[src/rtl/time_set_controller_pkg.sv]
// Shared mode encodings and digit-blank masks for the time-set controller.
package time_set_controller_pkg;

    typedef enum logic [1:0] {
        MODE_RUN     = 2'd0,
        MODE_SET_HRS = 2'd1,
        MODE_SET_MIN = 2'd2,
        MODE_BAD     = 2'd3
    } mode_e;

    // Digit order is {hrs2, hrs1, min2, min1}; 1 = blanked.
    localparam logic [3:0] BLANK_NONE = 4'b0000;
    localparam logic [3:0] BLANK_HRS  = 4'b1100;
    localparam logic [3:0] BLANK_MIN  = 4'b0011;

    // True for the two states in which the user drives the strobes.
    function automatic logic is_set(input mode_e m);
        return (m == MODE_SET_HRS) || (m == MODE_SET_MIN);
    endfunction

    // Blank the field being edited only during the invisible half of the blink.
    function automatic logic [3:0] blank_mask(input mode_e m, input logic phase);
        logic [3:0] mask;
        mask = BLANK_NONE;
        if (phase) begin
            if (m == MODE_SET_HRS)      mask = BLANK_HRS;
            else if (m == MODE_SET_MIN) mask = BLANK_MIN;
        end
        return mask;
    endfunction

endpackage

[src/rtl/time_set_controller_auto_repeat.sv]
// Auto-repeat for a held button: first tick after HOLD_CYCLES, then every REPEAT_CYCLES.
module time_set_controller_auto_repeat #(
    parameter int unsigned HOLD_CYCLES   = 50_000_000,
    parameter int unsigned REPEAT_CYCLES = 10_000_000
) (
    input  logic CLK100MHZ,
    input  logic Reset_n,
    input  logic btn_up_p,
    input  logic btn_up_lvl,
    output logic up_tick
);

    localparam int HW = $clog2(HOLD_CYCLES + 1);
    localparam int RW = $clog2(REPEAT_CYCLES + 1);

    logic [HW-1:0] hold_q, hold_d;
    logic [RW-1:0] rep_q, rep_d;
    logic          hold_done;

    // Hold counter arms on the press and saturates at HOLD_CYCLES; the repeat
    // counter then cycles 1..REPEAT_CYCLES. Releasing the button clears both.
    always_comb begin
        hold_done = (hold_q == HW'(HOLD_CYCLES));
        up_tick   = btn_up_lvl && hold_done &&
                    ((rep_q == '0) || (rep_q == RW'(REPEAT_CYCLES)));
        hold_d    = hold_q;
        rep_d     = rep_q;
        if (!btn_up_lvl) begin
            hold_d = '0;
            rep_d  = '0;
        end else if (btn_up_p) begin
            hold_d = HW'(1);
            rep_d  = '0;
        end else if (hold_q != '0) begin
            if (!hold_done) hold_d = hold_q + HW'(1);
            if (up_tick)
                rep_d = RW'(1);
            else if ((rep_q != '0) && (rep_q != RW'(REPEAT_CYCLES)))
                rep_d = rep_q + RW'(1);
        end
    end

    // Counter state registers.
    always_ff @(posedge CLK100MHZ or negedge Reset_n) begin
        if (!Reset_n) begin
            hold_q <= '0;
            rep_q  <= '0;
        end else begin
            hold_q <= hold_d;
            rep_q  <= rep_d;
        end
    end

endmodule

[src/rtl/time_set_controller.sv]
// Mode/sequencing controller: chooses whether the seconds chain or the user
// drives the minute/hour strobes, with set-mode timeout and digit blinking.
module time_set_controller
    import time_set_controller_pkg::*;
#(
    parameter int unsigned BLINK_CYCLES   = 50_000_000,
    parameter int unsigned HOLD_CYCLES    = 50_000_000,
    parameter int unsigned REPEAT_CYCLES  = 10_000_000,
    parameter int unsigned TIMEOUT_CYCLES = 1_000_000_000
) (
    input  logic       CLK100MHZ,
    input  logic       Reset_n,
    input  logic       btnMode_p,
    input  logic       btnUp_p,
    input  logic       btnUp_lvl,
    input  logic       sec_wrap,
    input  logic       min_wrap,
    output logic       inc_min,
    output logic       inc_hrs,
    output logic       clr_sec,
    output logic       run_en,
    output logic [3:0] digit_blank,
    output logic [1:0] mode
);

    localparam int TW = $clog2(TIMEOUT_CYCLES + 1);
    localparam int BW = $clog2(BLINK_CYCLES + 1);

    mode_e         mode_q, mode_d;
    logic [TW-1:0] to_q, to_d;
    logic [BW-1:0] blink_q, blink_d;
    logic          phase_q, phase_d;
    logic          inc_min_q, inc_min_d;
    logic          inc_hrs_q, inc_hrs_d;
    logic          clr_sec_q, clr_sec_d;
    logic          run_en_q, run_en_d;
    logic [3:0]    blank_q, blank_d;

    logic          up_tick;
    logic          up_evt;
    logic          activity;
    logic          to_hit;

    time_set_controller_auto_repeat #(
        .HOLD_CYCLES   (HOLD_CYCLES),
        .REPEAT_CYCLES (REPEAT_CYCLES)
    ) u_auto_repeat (
        .CLK100MHZ  (CLK100MHZ),
        .Reset_n    (Reset_n),
        .btn_up_p   (btnUp_p),
        .btn_up_lvl (btnUp_lvl),
        .up_tick    (up_tick)
    );

    // Next-state, strobe, timeout and blink decisions for the coming cycle.
    always_comb begin
        up_evt    = btnUp_p | up_tick;
        activity  = btnMode_p | btnUp_p | btnUp_lvl;
        to_hit    = is_set(mode_q) && !activity &&
                    (to_q == TW'(TIMEOUT_CYCLES - 1));

        mode_d    = mode_q;
        inc_min_d = 1'b0;
        inc_hrs_d = 1'b0;
        clr_sec_d = 1'b0;

        case (mode_q)
            MODE_RUN: begin
                inc_min_d = sec_wrap;
                inc_hrs_d = min_wrap;
                if (btnMode_p) mode_d = MODE_SET_HRS;
            end
            MODE_SET_HRS: begin
                // A mode press swallows a coincident up event.
                if (btnMode_p) begin
                    mode_d = MODE_SET_MIN;
                end else if (to_hit) begin
                    mode_d    = MODE_RUN;
                    clr_sec_d = 1'b1;
                end else begin
                    inc_hrs_d = up_evt;
                end
            end
            MODE_SET_MIN: begin
                if (btnMode_p || to_hit) begin
                    mode_d    = MODE_RUN;
                    clr_sec_d = 1'b1;
                end else begin
                    inc_min_d = up_evt;
                end
            end
            default: mode_d = MODE_RUN;
        endcase

        // Inactivity counter only lives inside an unbroken, idle set state.
        if (is_set(mode_d) && (mode_d == mode_q) && !activity)
            to_d = (to_q == TW'(TIMEOUT_CYCLES)) ? to_q : to_q + TW'(1);
        else
            to_d = '0;

        // Blink restarts visible on any state entry and on each adjustment.
        if (!is_set(mode_d) || (mode_d != mode_q) || up_evt) begin
            blink_d = '0;
            phase_d = 1'b0;
        end else if (blink_q == BW'(BLINK_CYCLES - 1)) begin
            blink_d = '0;
            phase_d = ~phase_q;
        end else begin
            blink_d = blink_q + BW'(1);
            phase_d = phase_q;
        end

        run_en_d = !is_set(mode_d);
        blank_d  = blank_mask(mode_d, phase_d);
    end

    // State, counters and all outputs are registered together.
    always_ff @(posedge CLK100MHZ or negedge Reset_n) begin
        if (!Reset_n) begin
            mode_q    <= MODE_RUN;
            to_q      <= '0;
            blink_q   <= '0;
            phase_q   <= 1'b0;
            inc_min_q <= 1'b0;
            inc_hrs_q <= 1'b0;
            clr_sec_q <= 1'b0;
            run_en_q  <= 1'b1;
            blank_q   <= BLANK_NONE;
        end else begin
            mode_q    <= mode_d;
            to_q      <= to_d;
            blink_q   <= blink_d;
            phase_q   <= phase_d;
            inc_min_q <= inc_min_d;
            inc_hrs_q <= inc_hrs_d;
            clr_sec_q <= clr_sec_d;
            run_en_q  <= run_en_d;
            blank_q   <= blank_d;
        end
    end

    assign inc_min     = inc_min_q;
    assign inc_hrs     = inc_hrs_q;
    assign clr_sec     = clr_sec_q;
    assign run_en      = run_en_q;
    assign digit_blank = blank_q;
    assign mode        = mode_q;

endmodule

[config.mk]
export PLATFORM = sky130hd
export DESIGN_NAME = time_set_controller
export DESIGN_NICKNAME = d
export VERILOG_FILES = /design/src/rtl/time_set_controller_pkg.sv /design/src/rtl/time_set_controller_auto_repeat.sv /design/src/rtl/time_set_controller.sv
export SDC_FILE = /design/constraint.sdc
export NUM_CORES = 1
export LEC_CHECK = 0
export ABC_AREA = 1
export ABC_CLOCK_PERIOD_IN_PS = 2900
export BUFFER_PORTS_ARGS = -buffer_cell sky130_fd_sc_hd__buf_2
export CORE_MARGIN = 5
export CORE_UTILIZATION = 60
export CTS_CLUSTER_DIAMETER = 200
export CTS_CLUSTER_SIZE = 20
export DETAILED_ROUTE_END_ITERATION = 12
export GPL_ROUTABILITY_DRIVEN = 0
export PLACE_DENSITY_LB_ADDON = 0.15
export SLEW_MARGIN = 20
export SYNTH_ARGS = -nofsm -noshare
export SYNTH_HDL_FRONTEND = slang
export SYNTH_SLANG_ARGS = --single-unit
export TNS_END_PERCENT = 30
[constraint.sdc]
create_clock -name CLK100MHZ -period 2.9 [get_ports CLK100MHZ]
set_input_delay 0.145 -clock CLK100MHZ [delete_from_list [all_inputs] [get_ports CLK100MHZ]]
set_output_delay 0.145 -clock CLK100MHZ [all_outputs]
set_load 0.005 [all_outputs]
---- Word level (Yosys, flattened, before mapping) ----
Cells that the tools add are included.
storage, ports and cells
  bits in registers ....................... 117
  output and inout port bits .............. 10
cells by class
  bitwise gates (word level) .............. 4
  reductions and logical operators ........ 21
  add/sub/neg operators ................... 4
  muxes and demuxes ....................... 32
  equal/unequal tests ..................... 16
operator list
  operator                                                number
  two-way mux 26 bit                                      6
  two-way mux 24 bit                                      5
  equality test 30 bit (second input constant)            2
  two-way mux 30 bit                                      2
  adder 26 x 1 -> 26 bit (second input constant)          2
  equality test 26 bit (second input constant)            2
  adder 30 x 1 -> 30 bit (second input constant)          1
  nonzero test 26 bit                                     1
  adder 24 x 1 -> 24 bit (second input constant)          1
  equality test 24 bit (second input constant)            1
  logical NOT 24 bit                                      1
  inequality test 24 bit (second input constant)          1
  nonzero test 24 bit                                     1
  two-way mux 2 bit                                       5
  two-way mux 1 bit                                       8
  two-way mux 4 bit                                       2
  logical AND 1 bit                                       7
  logical OR 1 bit                                        6
  case mux 1 bit (2 select lines)                         3
  case mux 2 bit (3 select lines)                         1
  equality test 2 x 1 -> 1 bit (second input constant)    2
  equality test 2 bit (second input constant)             2
  inequality test 4 x 2 -> 1 bit (second input constant)  1
  AND reduction 2 bit                                     2
  9 further kinds                                         12

---- Logic depth before layout (Yosys ltp) ----
Gate-level depths: netlist of run 1.
  depth after elaboration ................. 15
  gate-level depth with buffers ........... 18
  gate-level depth less buffers ........... 17

---- Cells and area by module ----
A second synthesis of run 1 with hierarchy kept.
second synthesis, totals
  cell total of the unflattened synthesis .. 1087
  area, all modules ....................... 7601.0 µm²
modules (own cells, without submodules)
  module                           instances  cells an instance  sequential area each (µm²)  area an instance (µm²)
  time_set_controller_auto_repeat  1          610                1251.2                      3832.4
  time_set_controller              1          477                1627.8                      3768.6

---- Least setup slack after synthesis of run 1 ----
Ideal clock, no wire load.
  kind .................................... reg2reg
  from .................................... reg mode_q[0] (netlist: mode[0])
  to ...................................... reg to_q[29]
  arrival ................................. 2.352 ns
  data required time ...................... 2.831 ns
  setup slack ............................. 0.479 ns
  cell stages (with the launch flop) ...... 19
  cell sequence ........................... dfrtp_1 -> inv_1 -> ha_1 -> nand3_1 -> nor2_1 -> nand3_2 -> nor2_1 -> nand3_1 -> nand2_1 -> nand2_1 -> nand2_1 -> inv_1 -> ha_1 -> inv_1 -> nand3_2 -> nor2_4 -> nand2_2 -> buf_6 -> nor2_2
on the way
  longest elaborated chain between the ends .. 12
  elaborated cells on any way between the ends .. 20
  those cells by class .................... eq/ne: 6; mux: 6; reduce/logical: 8
ends and longest elaborated chain
  element                                                                       RTL line                                                  source
  start: declaration                                                            time_set_controller.sv:29                                 mode_e mode_q, mode_d;
  start signal: assignment                                                      time_set_controller.sv:130                                mode_q <= mode_d;
  equality test 2 x 1 -> 1 bit or equality test 2 bit (tied branches)           time_set_controller_pkg.sv:18, time_set_controller.sv:67
  logical OR 1 bit                                                              time_set_controller_pkg.sv:18                             return (m == MODE_SET_HRS) || (m == MODE_SET_MIN);
  logical AND 1 bit (2 in series)                                               time_set_controller.sv:59                                 to_hit = is_set(mode_q) && !activity &&
  two-way mux 2 bit or logical OR 1 bit (tied branches)                         time_set_controller.sv:77, time_set_controller.sv:85
  two-way mux 2 bit, on equally long branches                                   time_set_controller.sv:75, time_set_controller.sv:85
  case mux 2 bit (3 select lines) *                                             time_set_controller.sv:67                                 case (mode_q)
  named net mode_d[1]                                                           time_set_controller.sv:29
  equality test 2 x 1 -> 1 bit or equality test 2 bit (tied branches)           time_set_controller_pkg.sv:18
  logical OR 1 bit                                                              time_set_controller_pkg.sv:18
  logical AND 1 bit * (2 in series)                                             time_set_controller.sv:96                                 if (is_set(mode_d) && (mode_d == mode_q) && !activity)
  inequality test 2 bit (no source line) or two-way mux 30 bit (tied branches)  -
  end signal: assignment                                                        time_set_controller.sv:131                                to_q <= to_d;
  end: declaration                                                              time_set_controller.sv:30                                 logic [TW-1:0] to_q, to_d;
Mark *: on every way through the listed nets, which the timed path passes. The rest lies on a longest branch.
A chain may end at the register's enable or synchronous reset.

---- Worst setup path after layout of run 1 ----
  from .................................... reg mode_q[0] (netlist: mode[0])
  to ...................................... reg blink_q[21]
on the way
  longest elaborated chain between the ends .. 13
  elaborated cells on any way between the ends .. 20
  those cells by class .................... eq/ne: 5; mux: 6; reduce/logical: 9
ends and longest elaborated chain
  element                                                              RTL line                                                  source
  equality test 2 x 1 -> 1 bit or equality test 2 bit (tied branches)  time_set_controller_pkg.sv:18, time_set_controller.sv:67
  logical OR 1 bit                                                     time_set_controller_pkg.sv:18
  logical AND 1 bit (2 in series)                                      time_set_controller.sv:59
  two-way mux 2 bit or logical OR 1 bit (tied branches)                time_set_controller.sv:77, time_set_controller.sv:85
  two-way mux 2 bit, on equally long branches                          time_set_controller.sv:75, time_set_controller.sv:85
  case mux 2 bit (3 select lines) *                                    time_set_controller.sv:67
  named net mode_d[1]                                                  time_set_controller.sv:29
  equality test 2 x 1 -> 1 bit or equality test 2 bit (tied branches)  -
  logical OR 1 bit *                                                   -
  logical NOT 1 bit *                                                  -
  named net run_en_d                                                   time_set_controller.sv:36                                 logic run_en_q, run_en_d;
  logical OR 1 bit * (2 in series)                                     time_set_controller.sv:102                                if (!is_set(mode_d) || (mode_d != mode_q) || up_evt) begin
  two-way mux 26 bit *                                                 time_set_controller.sv:102
  named net blink_d[21]                                                time_set_controller.sv:31                                 logic [BW-1:0] blink_q, blink_d;
  end signal: assignment                                               time_set_controller.sv:132                                blink_q <= blink_d;
  end: declaration                                                     time_set_controller.sv:31
Marked as above.

==> flow_metrics.py, run 1 <==
metrics = {
    "run_status": {
        "status": "complete, no violations",
    },
    "worst_setup_path": {
        "critPathRequiredTime_ps": 3250,
        "setup_crit_path_kind": "flop to flop",
        "critPathCaptureType": "flop",
        "worstSetupStartpointType": "flop",
        "data_arrival_time_of_the_critical_path_ps": 2900,
        "critical_path.max_fanout": 24,
    },
    "synth": {
        "yosysSeqAreaShare_pct": 40.3,
        "synth_top_flop_cell": "dfrtp_1",
        "ys_warn_count": 0,
        "synth_top_area_cell": "dfrtp_1",
        "synth_top_cells_by_count": "nand2_1, inv_1, dfrtp_1, nor2_1, nand3_1",
        "synth.top_cells.by_area": "dfrtp_1, nand2_1, inv_1, nor2_1, nor2_2",
        "synth.top_cell.area_share_pct": 39.9,
        "syn_nets": 965,
        "synthCells": 945,
        "syn_area_per_cell_um2": 7.56,
        "mappedNetlistArea_um2": 7140,
        "synthArstFlopShare_pct": 100,
        "synth_enable_flop_cells": 0,
        "synth_cell_type_count": 47,
        "most_common_cell_in_the_synthesized_netlist": "nand2_1",
        "ys_seq_elements": 115,
    },
    "floorplan": {
        "die_width_um": 119,
        "rows": 39,
        "fp.coreArea_um2": 11600,
        "floorplan.initialDensity_pct": 61.8,
        "top_level_ports": 17,
        "die_area_um2": 14200,
        "dieHeight_um": 119,
    },
    "placement": {
        "dp_hpwl_mm": 11.3,
        "placed_cell_area_um2": 7350,
        "placement.setup.worst_slack_ps": 277,
        "port_buffers": 16,
    },
    "timing": {
        "slew_violations": 0,
        "tightest_slew_ps": 560,
        "timing.slew.headroom_pct": 61.7,
        "timing.final.setup_violations": 0,
        "timing.final.hold_violations": 0,
        "fmax_mhz": 392,
        "grt_setup_unrepaired": "false",
        "final.setup.worst_slack_ps": 348,
        "final.setup.tns_ps": 0,
        "clock-skew-final_ps": 9.80,
        "post-route-period-util_pct": 88.0,
        "post-route-min-period_ps": 2550,
    },
    "global_routing": {
        "grt.overflow.total": 0,
        "antenna_found_initial": 0,
        "grt_start_max_net_pins": 57,
        "grt_pass1_wl_mm": 27.6,
        "grt_pass1_vias": 5928,
        "grtUsageTotal_pct": 23.7,
    },
    "drt": {
        "detailroute.via_count": 6255,
        "total_length_of_routed_wires_mm": 16.0,
        "drt_drc_violations_left": 0,
        "drtAntennaViolNets": 0,
        "first_pass_iters": 6,
        "wire_per_inst_um": 14.1,
        "dr.first_iter.drc_count": 615,
        "drt-vias-per-instance": 5.54,
    },
    "final_layout": {
        "number_of_nets_in_the_final_layout": 994,
        "insertedDiodeCount": 0,
        "drive_above_1_share_pct": 14.9,
        "area_delta_synth_final_pct": 11.3,
        "layout.core_utilization_pct": 68.7,
        "design_area_um2": 7950,
    },
    "hold_path": {
        "hold_path.class": "input port to flop",
    },
    "cts": {
        "clock_tree_from_tritoncts": "done",
        "htree_num_levels": 4,
        "insertion_delay_ps": 420,
        "cts_sinks": 115,
        "cts_root_buf": "clkbuf_16",
        "cts_made_buffers": 17,
        "clk_path_buf_depth": 2,
        "worst_setup_hold_path_clk_slew_ps": 60,
        "postCtsSetupRepairBufs": 0,
    },
    "power": {
        "vdd_ir_drop_max_mv": 0.448,
        "leakage_nw": 3.26,
        "p_per_area_nw_per_um2": 547,
    },
    "job": {
        "maxCapViolCount": 0,
    },
}
worst max-delay path, stage by stage (launching register included):
cell and delay [ps]:
dfrtp_1 340, inv_1 80, ha_1 300, nand3_1 70, nor2_1 110, nand3_2 60, nor2_1 120, nand3_1 80
nand2_1 60, nand2_1 60, nand2_1 100, inv_1 60, ha_1 290, inv_1 80, nand3_2 90, nor2_4 150
nand2_4 250, nor2_1 170
cells in the final DEF, fill, tap and decap left out, drive strengths merged, types with 3 or more instances in the layout:
cell type      n
nand4         30
xor2          35
nor4          25
xnor2         13
or2            6
nand3b         5
o21ai         49
inv          125
nand2        169
dfrtp        114
clkbuf        21
ha            13
buf           25
dlygate4sd3    3
nor3          55
nand3         73
nor2         174
a21oi         24
clkinv         8
where the power goes:
part / switching, mW / internal (mW) / total, mW
registers: 0.0364 / 1.66 / 1.70
logic: 0.449 / 0.192 / 0.641
clock network: 0.734 / 1.27 / 2.01
total: 1.22 / 3.13 / 4.35
sequential cells by signal (all words and copies together) (netlist names):
signal,cells
to_q,30
blink_q,26
u_auto_repeat.hold_q,26
u_auto_repeat.rep_q,24
digit_blank,2
mode,2
clr_sec,1
inc_hrs,1
inc_min,1
phase_q,1
run_en,1
final cells by class:
type                            instances  area [µm²]
Multi-Input combinational cell        687        3660
Fill cell                             983        3620
Sequential cell                       115        2880
Inverter                              125         469
Clock buffer                           21         450
Timing Repair Buffer                   28         196
Tap cell                              143         179
Clock inverter                         11         111
routing by layer:
layer  wire, µm  GRT usage, %  vias up
li1           -             -     3137
met1       7820          33.8     2946
met2       7280          36.6      150
met3        690          5.36       22
met4        191          6.73        0
met5          0             0        -
worst paths after layout:
path                            startpoint                 endpoint  slack (ps)  depth (start not counted)
worst max-delay path               mode[0]              blink_q[21]         350                         17
worst min register to register  blink_q[0]               blink_q[0]         500                          1
worst min-delay path             btnUp_lvl  u_auto_repeat.hold_q[2]          80                          3
max in group asynchronous          Reset_n                   run_en        1940                          3
worst max register to register     mode[0]              blink_q[21]         350                         17
min in group asynchronous          Reset_n  u_auto_repeat.rep_q[22]         240                          2
through the flow:
step	hold WS, ps	cells	total power [mW]
2_1_floorplan	-151	945	2.19
3_3_place_gp	155	1095	2.35
3_5_place_dp	156	1095	2.36
4_1_cts	69.9	1130	4.38
5_1_grt	89.4	1130	4.55
6_report	85.0	1130	4.35
cell families after synthesis:
family | Yosys count | share of synthesized area [%]
flops | 115 | 40.3
compound gates | 84 | 6.43
fa+ha+maj | 13 | 2.28
simple gates | 542 | 36.7
buf+inv | 143 | 8.41
xor+xnor | 48 | 5.89
repair_timing:
action / in CTS / in global routing
gates resized for setup: 0 / 1
setup endpoints to repair: 0 / 4
hold endpoints to repair: 38 / 0
hold buffers: 3 / 0
No activity file was read; power rests on OpenSTA's default activity.
==> run 2, diff against run 1 <==
--- a/config.mk
+++ b/config.mk
@@ -15,6 +15,7 @@
 export DETAILED_ROUTE_END_ITERATION = 12
 export GPL_ROUTABILITY_DRIVEN = 0
 export PLACE_DENSITY_LB_ADDON = 0.15
+export RECOVER_POWER = 100
 export SLEW_MARGIN = 20
 export SYNTH_ARGS = -nofsm -noshare
 export SYNTH_HDL_FRONTEND = slang
==> run 2 against run 1 <==
Against the previous run:
- the run now ends with capacitance limit, slew limit left
- final area is 1.7% lower
- maximum frequency is 0.77% lower
- wire length is 0.19% lower
- register-to-register slack worse by 20 ps
- worst hold slack better by 2.1 ps
- flip-flop and latch count stayed put
- largest cell class unchanged
- largest power group unchanged
- highest routed layer unchanged
==> flow_metrics.py, run 2 (synthesis gave the netlist of run 1 again) <==
metrics = {
    "final_layout": {
        "top_register": "to_q",
        "layout.core_utilization_pct": 67.6,
        "number_of_nets_in_the_final_layout": 994,
        "layout.cells.most_common_list": "nand2_1, nor2_1, inv_1",
        "insertedDiodeCount": 0,
        "largest_register_ff_count": 30,
        "layout_top_registers": "to_q (30), blink_q (26), u_auto_repeat.hold_q (26)",
        "drive_above_1_share_pct": 10.0,
        "area_delta_synth_final_pct": 9.39,
        "layout_commonest_cell": "nand2_1",
    },
    "timing": {
        "timing.final.hold_violations": 0,
        "timing.final.setup_violations": 0,
        "final.setup.worst_slack_ps": 329,
        "clock-skew-final_ps": 8.96,
        "final.setup.tns_ps": 0,
        "timing.slew.headroom_pct": -40.3,
        "slew_violations": 39,
        "post-route-period-util_pct": 88.7,
        "post-route-min-period_ps": 2570,
        "tightest_slew_ps": 2100,
        "fmax_mhz": 389,
        "grt_setup_unrepaired": "false",
    },
    "drt": {
        "drtAntennaViolNets": 0,
        "total_length_of_routed_wires_mm": 16.0,
        "first_pass_iters": 5,
        "drt_drc_violations_left": 0,
        "drt-vias-per-instance": 5.51,
        "detailroute.via_count": 6229,
        "wire_per_inst_um": 14.1,
        "dr.first_iter.drc_count": 579,
    },
    "global_routing": {
        "grt_pass1_wl_mm": 27.6,
        "grt.overflow.total": 0,
        "grt_pass1_vias": 5928,
        "grt_start_max_net_pins": 57,
        "antenna_found_initial": 0,
        "grtUsageTotal_pct": 23.7,
    },
    "hold_path": {
        "hold_path.class": "input port to flop",
        "min_delay_path_depth": 3,
        "whs_endpoint": "u_auto_repeat.hold_q[2]",
        "worst_hold_startpoint": "btnUp_lvl",
    },
    "worst_setup_path": {
        "worstSetupStartpointType": "flop",
        "setup_crit_path_kind": "flop to flop",
        "reg2reg_from": "mode[1]",
        "ff2ff_setup_slack_ps": 330,
        "data_arrival_time_of_the_critical_path_ps": 2910,
        "critical_path.reg2reg.endpoint": "to_q[8]",
        "critPathCaptureType": "flop",
        "critPathRequiredTime_ps": 3240,
        "critical_path.max_fanout": 30,
        "worst-r2r-cell-count": 18,
    },
    "floorplan": {
        "floorplan.initialDensity_pct": 61.8,
        "die_width_um": 119,
        "dieHeight_um": 119,
        "fp.coreArea_um2": 11600,
        "die_area_um2": 14200,
        "top_level_ports": 17,
        "rows": 39,
    },
    "cts": {
        "insertion_delay_ps": 420,
        "clk_path_buf_depth": 2,
        "cts_sinks": 115,
        "cts_root_buf": "clkbuf_16",
        "worst_setup_hold_path_clk_slew_ps": 60,
        "clock_tree_from_tritoncts": "done",
        "cts_made_buffers": 17,
        "htree_num_levels": 4,
    },
    "job": {
        "maxCapViolCount": 1,
    },
    "power": {
        "p_per_area_nw_per_um2": 550,
        "vdd_ir_drop_max_mv": 0.446,
        "leakage_nw": 3.24,
    },
    "placement": {
        "placement.setup.worst_slack_ps": 277,
        "port_buffers": 16,
        "dp_hpwl_mm": 11.3,
    },
    "run_status": {
        "failed_checks": "capacitance limit, slew limit",
        "status": "finished with violations",
    },
}
==> run 2: cell count changes in the layout (fill, tap and decap cells not counted), moves of 2 or more <==
cell / before / now
nor2_1: 114 / 151
buf_4: 8 / 4
nand2_1: 161 / 163
buf_2: 15 / 13
o21ai_0: 46 / 48
o21ai_1: 3 / 1
nor2_2: 58 / 21
clkbuf_1: 3 / 9
nand2_2: 7 / 5
==> run 2: critical path, cell delays in order, from the launching register on <==
cell     delay (ps)
dfrtp_1         350
inv_1            80
ha_1            290
nand3_1          70
nor2_1          110
nand3_2          60
nor2_1          140
nand3_1          90
nand2_1          60
nand2_1          60
nand2_1         100
inv_1            60
ha_1            290
inv_1            80
nand3_2          90
nor2_4          140
nand2_1          80
buf_6           190
nor2_1          140
==> run 2: final cells by class <==
class	instances	area, µm²
Sequential cell	115	2880
Timing Repair Buffer	28	170
Inverter	125	469
Clock buffer	21	450
Fill cell	1019	3750
Clock inverter	11	111
Multi-Input combinational cell	687	3550
Tap cell	143	179
==> run 2: timing repair <==
action,CTS,global route
setup endpoints to repair,0,4
hold buffers,3,0
endpoints found under the hold margin,38,0
setup buffers,0,0
gates resized for setup,0,1
==> run 2: power breakdown <==
group | switching [mW] | leakage [nW] | internal, mW | total (mW)
combinational | 0.423 | 1.36 | 0.176 | 0.599
sequential | 0.0363 | 1.59 | 1.66 | 1.70
clock | 0.731 | 0.280 | 1.27 | 2.00
==> run 2: through the flow <==
stage | hold slack (ps) | instances | total power [mW] | instance area, µm²
2_1_floorplan | -151 | 945 | 2.19 | 7140
3_3_place_gp | 155 | 1095 | 2.35 | 7350
3_5_place_dp | 156 | 1095 | 2.36 | 7350
4_1_cts | 69.9 | 1130 | 4.38 | 7950
5_1_grt | 89.4 | 1130 | 4.51 | 7810
6_report | 87.0 | 1130 | 4.30 | 7810
==> run 2: how the worst max path moves through the flow <==
stage | from | endpoint | slack (ps) | depth (start not counted)
floorplan | mode[0] | to_q[29] | 480 | 18
global placement | mode[1] | to_q[29] | 330 | 18
detailed placement | mode[0] | to_q[29] | 280 | 18
CTS | mode[0] | to_q[8] | 250 | 18
global route | mode[1] | to_q[8] | 60 | 18
finish | mode[1] | to_q[8] | 330 | 18
==> run 2: layer usage <==
layer | up-vias | GRT usage [%] | wire, µm
li1 | 3136 | - | -
met1 | 2929 | 33.8 | 7800
met2 | 146 | 36.6 | 7230
met3 | 18 | 5.36 | 734
met4 | 0 | 6.73 | 189
met5 | - | 0 | 0
==> run 3, diff against run 2 <==
--- a/config.mk
+++ b/config.mk
@@ -8,8 +8,7 @@
 export ABC_AREA = 1
 export ABC_CLOCK_PERIOD_IN_PS = 2900
 export BUFFER_PORTS_ARGS = -buffer_cell sky130_fd_sc_hd__buf_2
-export CORE_MARGIN = 5
-export CORE_UTILIZATION = 60
+export CORE_UTILIZATION = 25
 export CTS_CLUSTER_DIAMETER = 200
 export CTS_CLUSTER_SIZE = 20
 export DETAILED_ROUTE_END_ITERATION = 12
==> run 3 against run 2 <==
Against the previous run:
- the flow still finishes with violations (capacitance limit, slew limit)
- critical path depth up 1
- largest cell class unchanged
- clock power up 9%
- count of clock-buffer cells in the layout down 2
- sequential share of layout area down 2.5 points
- critical path type unchanged
- worst hold slack worse by 54 ps
- utilization down 38 points
- final area up 7.4%
- maximum frequency down 2.3%
==> flow_metrics.py, run 3 (synthesis gave the netlist of run 1 again) <==
metrics = {
    "cts": {
        "clk_path_buf_depth": 2,
        "clock_tree_from_tritoncts": "done",
        "cts_root_buf": "clkbuf_16",
        "worst_setup_hold_path_clk_slew_ps": 60,
        "htree_num_levels": 4,
        "cts_made_buffers": 17,
        "cts_sinks": 115,
        "insertion_delay_ps": 420,
    },
    "timing": {
        "final.setup.worst_slack_ps": 267,
        "timing.slew.headroom_pct": -48.1,
        "fmax_mhz": 380,
        "tightest_slew_ps": 2220,
        "slew_violations": 39,
        "timing.final.hold_violations": 0,
        "post-route-min-period_ps": 2630,
        "timing.final.setup_violations": 0,
        "post-route-period-util_pct": 90.8,
        "clock-skew-final_ps": 22.0,
        "final.setup.tns_ps": 0,
        "fin_hold_ws_ps": 32.6,
    },
    "worst_setup_path": {
        "worstSetupStartpointType": "flop",
        "setup_crit_path_kind": "flop to flop",
        "critical_path.max_fanout": 11,
        "critPathRequiredTime_ps": 3250,
        "path_cells": "inv_2 > ha_4 > nand3_1 > nor2_1 > nand3_2 > nor2_2 > nand3_1 > nand2_1 > nand2_2 > nand2_2 > inv_1 > ha_1 > inv_1 > nand3_2 > nor2_4 > buf_12 > nand2_8 > clkbuf_16 > nor2_2",
        "critPathSlowestCell": "dfrtp_1",
        "critPathCaptureType": "flop",
        "worst-r2r-cell-count": 19,
        "data_arrival_time_of_the_critical_path_ps": 2980,
        "cpPeakStageDelay_ps": 360,
    },
    "floorplan": {
        "rows": 61,
        "fp.coreArea_um2": 27900,
        "die_area_um2": 29300,
        "top_level_ports": 17,
        "floorplan.initialDensity_pct": 25.6,
        "die_width_um": 171,
        "dieHeight_um": 171,
    },
    "final_layout": {
        "area_delta_synth_final_pct": 17.5,
        "layout_commonest_cell": "nand2_1",
        "area.sequential_um2": 2880,
        "layout.cells.most_common_list": "nand2_1, inv_1, nor2_1, dfrtp_1, nand3_1",
        "nFillCells": 3073,
        "insertedDiodeCount": 0,
        "largest_register_ff_count": 30,
        "drive_above_1_share_pct": 14.7,
        "top_register": "to_q",
        "multi_input_comb_area_um2": 3670,
        "number_of_nets_in_the_final_layout": 1005,
        "layout_top_registers": "to_q (30), blink_q (26), u_auto_repeat.hold_q (26)",
    },
    "power": {
        "leakage_nw": 3.29,
        "p_per_area_nw_per_um2": 555,
        "vdd_ir_drop_max_mv": 0.374,
    },
    "drt": {
        "first_pass_iters": 4,
        "drt_drc_violations_left": 0,
        "drt-vias-per-instance": 4.47,
        "dr.first_iter.drc_count": 387,
        "drtAntennaViolNets": 0,
        "detailroute.via_count": 6143,
        "wire_per_inst_um": 13.7,
        "total_length_of_routed_wires_mm": 18.8,
    },
    "global_routing": {
        "grtUsageTotal_pct": 13.9,
        "grt.overflow.total": 0,
        "antenna_found_initial": 0,
        "grt_pass1_wl_mm": 31.9,
        "use_met3_pct": 2.61,
        "grt.met1_usage_pct": 19.1,
        "grtUsageMet2_pct": 21.8,
        "global_route.peak_usage_layer": "met2",
        "grt_pass1_vias": 6091,
        "grt_start_max_net_pins": 54,
    },
    "run_status": {
        "failed_checks": "capacitance limit, slew limit",
        "status": "finished with violations",
    },
    "hold_path": {
        "hold_path.class": "input port to flop",
        "min_delay_path_depth": 3,
    },
    "placement": {
        "placement.setup.worst_slack_ps": 191,
        "port_buffers": 16,
        "dp_hpwl_mm": 13.6,
    },
    "job": {
        "maxCapViolCount": 1,
    },
}
run 3: metrics by stage:
step	cell area, µm²	utilization, %	cells	total power [mW]
6_report	8390	30.0	1375	4.66
5_1_grt	8390	30.0	1375	4.91
4_1_cts	8350	29.9	1372	4.63
3_5_place_dp	7730	27.7	1339	2.41
3_3_place_gp	7730	27.7	1339	2.42
2_1_floorplan	7140	-	945	2.19
run 3: metal layers:
layer / up-vias / wire length, µm
met5: - / 0
met4: 0 / 144
met3: 10 / 387
met2: 61 / 8530
met1: 2904 / 9750
li1: 3168 / -
run 3: final cells by class:
cell class | instances | share of cell area (%)
Multi-Input combinational cell | 687 | 43.8
Sequential cell | 115 | 34.3
Tap cell | 378 | 5.64
Inverter | 125 | 5.59
Clock buffer | 19 | 5.28
Timing Repair Buffer | 39 | 3.58
Clock inverter | 12 | 1.85
run 3: worst max-delay path, delay by kind of cell, from the launching register on:
family,cells,cell delay (ps)
and+or+nand+nor,12,1120
buffers and inverters,5,540
adders and majority gates,2,540
DFF,1,360
run 3: what timing repair did:
item	in CTS	in global routing
endpoints found under the setup margin	0	26
hold buffers	2	0
setup buffers	0	1
resized for setup	0	9
endpoints found under the hold margin	37	0
run 3: final timing paths:
kind,slack [ps],from,end
setup reg to reg,270,mode[1],to_q[4]
setup / recovery,270,mode[1],to_q[4]
min in group asynchronous,940,Reset_n,u_auto_repeat.rep_q[3]
max in group asynchronous,560,Reset_n,run_en
hold reg to reg,510,blink_q[0],blink_q[0]
hold / removal,30,sec_wrap,inc_min
run 3: where the power goes:
part | internal, mW | leakage, nW | switching [mW]
Sequential | 1.66 | 1.60 | 0.0364
Combinational | 0.275 | 1.42 | 0.506
Clock | 1.37 | 0.278 | 0.807
